$ cat config.mk
export PLATFORM = sky130hd
export DESIGN_NAME = alu_mc
export DESIGN_NICKNAME = d
export VERILOG_FILES = /design/src/rtl/alu_pkg.sv /design/src/rtl/alu_mul_iter.sv /design/src/rtl/alu_mc.sv
export SDC_FILE = /design/constraint.sdc
export NUM_CORES = 1
export LEC_CHECK = 0
export BUFFER_PORTS_ARGS = -buffer_cell sky130_fd_sc_hd__buf_4
export CAP_MARGIN = 10
export CORE_MARGIN = 2
export CORE_UTILIZATION = 57
export DETAILED_ROUTE_END_ITERATION = 8
export GPL_TIMING_DRIVEN = 0
export PLACE_DENSITY_LB_ADDON = 0.12
export REMOVE_ABC_BUFFERS = 1
export SLEW_MARGIN = 20
export SYNTH_ARGS = -nofsm -noshare
export SYNTH_HDL_FRONTEND = slang
export SYNTH_SLANG_ARGS = --single-unit
$ cat constraint.sdc
create_clock -name clk -period 17.7 [get_ports clk]
set_input_delay 2.655 -clock clk [delete_from_list [all_inputs] [get_ports clk]]
set_output_delay 2.655 -clock clk [all_outputs]
set_load 0.01 [all_outputs]
$ cat src/rtl/alu_pkg.sv
// Shared opcode and FSM encodings for the multi-cycle ALU.
// Imported by alu_mc and its testbench.
package alu_pkg;

  localparam logic [2:0] OP_ADD  = 3'b000;
  localparam logic [2:0] OP_SUB  = 3'b001;
  localparam logic [2:0] OP_MUL  = 3'b010;
  localparam logic [2:0] OP_RAND = 3'b011;
  localparam logic [2:0] OP_ASR  = 3'b100;
  localparam logic [2:0] OP_XOR  = 3'b101;
  localparam logic [2:0] OP_SHL  = 3'b110;
  localparam logic [2:0] OP_SHR  = 3'b111;

  typedef enum logic [1:0] {
    S_IDLE = 2'b00,
    S_MUL  = 2'b01,
    S_DONE = 2'b10
  } state_t;

endpackage

$ cat src/rtl/alu_mul_iter.sv
// Iterative shift-add multiplier, one multiplier bit per clock, LSB first.
// The start edge performs the first iteration so the product is ready WIDTH edges later.
module alu_mul_iter #(
  parameter int WIDTH = 32
) (
  input  logic               clk,
  input  logic               rst,
  input  logic               start,
  input  logic [WIDTH-1:0]   a,
  input  logic [WIDTH-1:0]   b,
  output logic               busy,
  output logic               done,
  output logic [2*WIDTH-1:0] product
);

  localparam int CW = $clog2(WIDTH) + 1;

  logic [2*WIDTH-1:0] acc;
  logic [2*WIDTH-1:0] a_sh;
  logic [WIDTH-1:0]   b_sh;
  logic [CW-1:0]      cnt;
  logic [2*WIDTH-1:0] a_ext;

  assign a_ext   = {{WIDTH{1'b0}}, a};
  assign product = acc;

  // Accumulate one partial product per cycle; done pulses after the last bit.
  always_ff @(posedge clk or posedge rst) begin
    if (rst) begin
      acc  <= '0;
      a_sh <= '0;
      b_sh <= '0;
      cnt  <= '0;
      busy <= 1'b0;
      done <= 1'b0;
    end else begin
      done <= 1'b0;
      if (start) begin
        acc  <= b[0] ? a_ext : '0;
        a_sh <= a_ext << 1;
        b_sh <= b >> 1;
        cnt  <= CW'(1);
        busy <= 1'b1;
      end else if (busy) begin
        acc  <= acc + (b_sh[0] ? a_sh : '0);
        a_sh <= a_sh << 1;
        b_sh <= b_sh >> 1;
        cnt  <= cnt + CW'(1);
        if (cnt == CW'(WIDTH - 1)) begin
          busy <= 1'b0;
          done <= 1'b1;
        end
      end
    end
  end

endmodule

$ cat src/rtl/alu_mc.sv
// Registered multi-cycle ALU with valid/ready on both sides.
// Single-cycle ops land in the result register on the accept edge; MUL iterates.
module alu_mc
  import alu_pkg::*;
#(
  parameter int WIDTH = 32
) (
  input  logic               clk,
  input  logic               rst,
  input  logic               in_valid,
  output logic               in_ready,
  input  logic [WIDTH-1:0]   A,
  input  logic [WIDTH-1:0]   B,
  input  logic [2:0]         opcode,
  output logic               out_valid,
  input  logic               out_ready,
  output logic [2*WIDTH-1:0] out,
  output logic               Sign_Flag,
  output logic               Zero_Flag
);

  localparam int SHW = $clog2(WIDTH);

  state_t             state;
  logic               accept;
  logic               mul_start;
  logic               mul_busy;
  logic               mul_done;
  logic [2*WIDTH-1:0] mul_prod;
  logic [2*WIDTH-1:0] res;
  logic [2*WIDTH-1:0] a_x;
  logic [2*WIDTH-1:0] b_x;
  logic [2*WIDTH-1:0] a_s;
  logic [SHW-1:0]     sh;

  assign accept    = in_valid && in_ready && (state == S_IDLE);
  assign mul_start = accept && (opcode == OP_MUL);
  assign a_x       = {{WIDTH{1'b0}}, A};
  assign b_x       = {{WIDTH{1'b0}}, B};
  assign a_s       = {{WIDTH{A[WIDTH-1]}}, A};
  assign sh        = B[SHW-1:0];

  alu_mul_iter #(.WIDTH(WIDTH)) u_mul (
    .clk     (clk),
    .rst     (rst),
    .start   (mul_start),
    .a       (A),
    .b       (B),
    .busy    (mul_busy),
    .done    (mul_done),
    .product (mul_prod)
  );

  // Single-cycle datapath on the incoming operands.
  always_comb begin
    res = '0;
    unique case (1'b1)
      (opcode == OP_ADD):  res = a_x + b_x;
      (opcode == OP_SUB):  res = a_x - b_x;
      (opcode == OP_MUL):  res = '0;
      (opcode == OP_RAND): res = {{(2*WIDTH-1){1'b0}}, &A};
      (opcode == OP_ASR):  res = $signed(a_s) >>> sh;
      (opcode == OP_XOR):  res = a_x ^ b_x;
      (opcode == OP_SHL):  res = a_x << sh;
      (opcode == OP_SHR):  res = a_x >> sh;
      default:             res = '0;
    endcase
  end

  // Control FSM with registered handshake outputs, result and flags.
  always_ff @(posedge clk or posedge rst) begin
    if (rst) begin
      state     <= S_IDLE;
      in_ready  <= 1'b0;
      out_valid <= 1'b0;
      out       <= '0;
      Sign_Flag <= 1'b0;
      Zero_Flag <= 1'b1;
    end else begin
      unique case (state)
        S_IDLE: begin
          in_ready <= 1'b1;
          if (accept) begin
            in_ready <= 1'b0;
            if (opcode == OP_MUL) begin
              state <= S_MUL;
            end else begin
              state     <= S_DONE;
              out_valid <= 1'b1;
              out       <= res;
              Sign_Flag <= res[2*WIDTH-1];
              Zero_Flag <= (res == '0);
            end
          end
        end
        S_MUL: begin
          if (mul_done && !mul_busy) begin
            state     <= S_DONE;
            out_valid <= 1'b1;
            out       <= mul_prod;
            Sign_Flag <= mul_prod[2*WIDTH-1];
            Zero_Flag <= (mul_prod == '0);
          end
        end
        S_DONE: begin
          if (out_ready) begin
            state     <= S_IDLE;
            out_valid <= 1'b0;
            in_ready  <= 1'b1;
          end
        end
        default: begin
          state     <= S_IDLE;
          out_valid <= 1'b0;
          in_ready  <= 1'b0;
        end
      endcase
    end
  end

endmodule

==> flow_metrics.env <==
export IMPL_status="finished clean"
export IMPL_drc=0
export IMPL_ir_worst_vdd_v=0.000131
export IMPL_cts_resized=0
export IMPL_clock_fmax_ghz=0.123
export IMPL_synth_top_family_by_area="compound AO/OA/AOI/OAI gates"
export IMPL_dieHeight_um=210
export IMPL_die_w_um=210
export IMPL_hold_depth=2
export IMPL_finalSetupTns_ns=0
export IMPL_drt_antenna_violating_nets=0
export IMPL_routedWlPerCell_um=28.1
export IMPL_synth_edff_count=0
export IMPL_crit_arrival_ns=8.65
export IMPL_preCtsSetupSlack_ns=8.99
export IMPL_sw_frac_of_total_pct=45.7
export IMPL_grt_max_degree=104
export IMPL_setup_violations_final=0
export IMPL_gp_congestion=1.06
export IMPL_final_common_cell="nand2_1"
export IMPL_crit_type="primary input to flip-flop"
export IMPL_grt_overflow=0
export IMPL_pin_count=139
export IMPL_worst_path_buf_inv=2
export IMPL_layout_min_cycle_time_ns=8.11
export IMPL_synth_xor_area_share_pct=2.61
export IMPL_cts_root_buf="clkbuf_16"
export IMPL_end_kind="flip-flop"
export IMPL_ys_types=94
export IMPL_path_cells="buf_6 > inv_2 > ha_1 > nor2b_1 > o2111a_1 > or3_1 > a31oi_1 > o21ai_0 > or3_1 > a31oi_1 > and4_1 > nand4_1 > nor3_2 > nand4_1 > o21ai_1"
export IMPL_cts_tree="yes"
export IMPL_slowest_delay_ns=0.71
export IMPL_fin_worst_skew_ns=0.0259
export IMPL_cellLeakagePower_uw=0.0121
export IMPL_cp_max_fo=101
export IMPL_yosys_register_bits=235
export IMPL_rsz0062_at_grt="no"
export IMPL_cts_setup_buffers=0
export IMPL_max_slew_worst_pin_slew_ns=1.23
export IMPL_fin_ws_ns=9.59
export IMPL_synth_compound_area_share_pct=24.5
export IMPL_track_usage_pct=43.9
export IMPL_nets=3133
export IMPL_maxSlewViolCount=0
export IMPL_p_per_area_nw_per_um2=134
export IMPL_io_buffer_count=138
export IMPL_required_ns=18.24
export IMPL_dieArea_um2=44000
export IMPL_coreArea_um2=41900
export IMPL_grt_pass1_vias=23600
export IMPL_seqPwrFrac_pct=29.9
export IMPL_r2r_slack_ns=12.41
export IMPL_num_vias=25100
export IMPL_syn_to_final_growth_pct=8.92
export IMPL_combPwrFrac_pct=51.8
export IMPL_yosys_area_share_adder_pct=6.93
export IMPL_cts_sinks=235
export IMPL_internal_power_uw=1910
export IMPL_relSlewSlack_pct=17.4
export IMPL_cts_buffers=28
export IMPL_r2r_cells=16
export IMPL_drt_iter0_markers=3552
export IMPL_hold_violations=0
export IMPL_synth_top_area_share_pct=24.2
export IMPL_rows=75
export IMPL_fillCellCount=3670
export IMPL_layout_common_cells="nand2_1 (288), nor2_1 (262), o21ai_0 (248), a21oi_1 (244), dfrtp_1 (231)"
export IMPL_cts_buffer_depth=3
export IMPL_initial_utilization_pct=57.7
export IMPL_critPathLaunchType="primary input"
export IMPL_fin_crit_sh_pct=45.8
export IMPL_cts_htree_levels=1
export IMPL_hpwl_mm=70.1
export IMPL_synth_top_cell_by_area="dfrtp_1"
export IMPL_firstDrtPassIters=6
export IMPL_synth_simple_area_share_pct=18.6
export IMPL_clkLatencyLatePin_ns=0.61
export IMPL_synth_async_reset_ratio_pct=100
export IMPL_viasPerCell=7.20
export IMPL_syn_area_um2=24200
export IMPL_crit_cells=15
export IMPL_antenna_found_initial=8
export IMPL_synthCells=2985
export IMPL_hold_path_class="flip-flop to flip-flop"
export IMPL_synth_area_per_cell_um2=8.09
export IMPL_cts_hold_buf=0
export IMPL_clk_pin_slew_ns=0.06
export IMPL_synth_seq_area_share_pct=24.4
export IMPL_grt_pass1_wl_mm=148
export IMPL_cp_top_family="compound AO/OA/AOI/OAI gates"
export IMPL_ys_flop_type="dfrtp_1"
export IMPL_wl_mm=98.3
export IMPL_max_cap_viol_count=0
export IMPL_clockPowerShare_pct=18.3
export IMPL_synthTopCellsByArea="dfrtp_1 (24%), mux2i_1 (8.6%), ha_1 (6.7%)"
export IMPL_netSwitchingPower_uw=1610
export IMPL_slowest_stage="a31oi_1"
export IMPL_synthMuxAreaShare_pct=17.0
export IMPL_drive_gt1_share_pct=12.3
export IMPL_yosys_warnings=0
==> cells in the mapped netlist (all sizes together) (10+ instances only) <==
cell and instances:
nor2b 24, and3 16, o22ai 24, o31ai 32, nor2 264, nor3 56, nand2b 28, nor4 34
o21a 22, clkbuf 175, mux2i 207, a21o 62, o21ai 256, nand3 63, dfrtp 234, nand4 39
nand2 292, a21oi 245, or2 12, o31a 12, ha 129, a221oi 24, mux4 65, inv 111
mux2 50, xnor2 49, buf 63, o221ai 13, and2 77, a211oi 38, o211ai 36, a2111oi 10
or3 13, xor2 23, o21bai 25, a31oi 24, a22oi 12
==> worst register-to-register path, stage by stage (launching register included) <==
cell and delay (ns):
dfrtp_2 0.71, and2_1 0.23, ha_1 0.18, inv_1 0.06
fa_1 0.41, nor2b_1 0.24, o31a_1 0.22, o211ai_1 0.15
a2111oi_1 0.93, o211ai_1 0.29, nand4_1 0.27, a21oi_1 0.13
o31ai_1 0.63, o221ai_1 0.30, mux2i_1 0.23, xnor2_1 0.14
nor2_1 0.05
==> path summary, 6_finish.rpt <==
path,startpoint,to
worst max-delay path,B[2],Zero_Flag$_DFFE_PP1P_
worst min-delay path,out[24]$_DFFE_PP0P_,out[24]$_DFFE_PP0P_
worst max register to register,u_mul.b_sh[0]$_DFFE_PP0N_,u_mul.product[63]$_DFFE_PP0N_
worst min register to register,out[24]$_DFFE_PP0P_,out[24]$_DFFE_PP0P_
max in group asynchronous,rst,u_mul.b_sh[0]$_DFFE_PP0N_
min in group asynchronous,rst,u_mul.a_sh[16]$_DFFE_PP0N_
==> cell type report <==
type / instances / area [um^2] / share of cell area (%)
diodes: 3 / 7.51 / 0.0285
clock buffers: 39 / 792 / 3.01
clock inverters: 13 / 225 / 0.856
inverters: 112 / 430 / 1.64
multi-input cells: 2400 / 16900 / 64.2
flip-flops and latches: 235 / 5890 / 22.4
well taps: 539 / 674 / 2.56
repair buffers: 153 / 1400 / 5.34
==> layer usage <==
metal | vias to the layer above | wire, um | track usage (%)
li1 | 10900 | - | -
met3 | 373 | 12400 | 11.0
met2 | 1757 | 40900 | 63.9
met1 | 12100 | 39500 | 61.1
met5 | - | 42 | 0
met4 | 8 | 5440 | 20.7
==> metrics by stage <==
step | power [uW] | util, % | instance area, um^2 | std cells | hold slack (ns)
after detailed placement | 2820 | 60.4 | 25300 | 3439 | 0.467
after floorplan | 2220 | - | 23100 | 2747 | 0.469
after global routing | 3730 | 62.8 | 26300 | 3491 | 0.494
after global placement | 2810 | 59.4 | 24800 | 3424 | 0.464
final | 3530 | 62.9 | 26300 | 3494 | 0.480
after CTS | 3480 | 62.8 | 26300 | 3491 | 0.480
==> registers in the layout (all words and copies together) (netlist names) <==
register / count
u_mul.done: 1
u_mul.product: 64
u_mul.cnt: 6
in_ready: 1
u_mul.busy: 1
u_mul.a_sh: 63
Zero_Flag: 1
out_valid: 1
state: 2
u_mul.b_sh: 31
out: 64
==> power by group through the flow <==
stage	combinational [uW]	sequential [uW]	clock, uW
2_1_floorplan	1200	1020	0
5_1_grt	1980	1080	668
3_3_place_gp	1700	1110	0
4_1_cts	1790	1040	649
6_report	1830	1060	645
3_5_place_dp	1770	1050	0
==> cell families (layout without fill, tap and decap cells) <==
group	Yosys count	after routing
compound gates	924	924
xor+xnor	72	72
fa+ha+maj	132	132
buf+inv	350	317
flops	235	235
mux	322	322
other cells	0	3
simple gates	950	950
No activity file was read; power rests on OpenSTA's default activity.
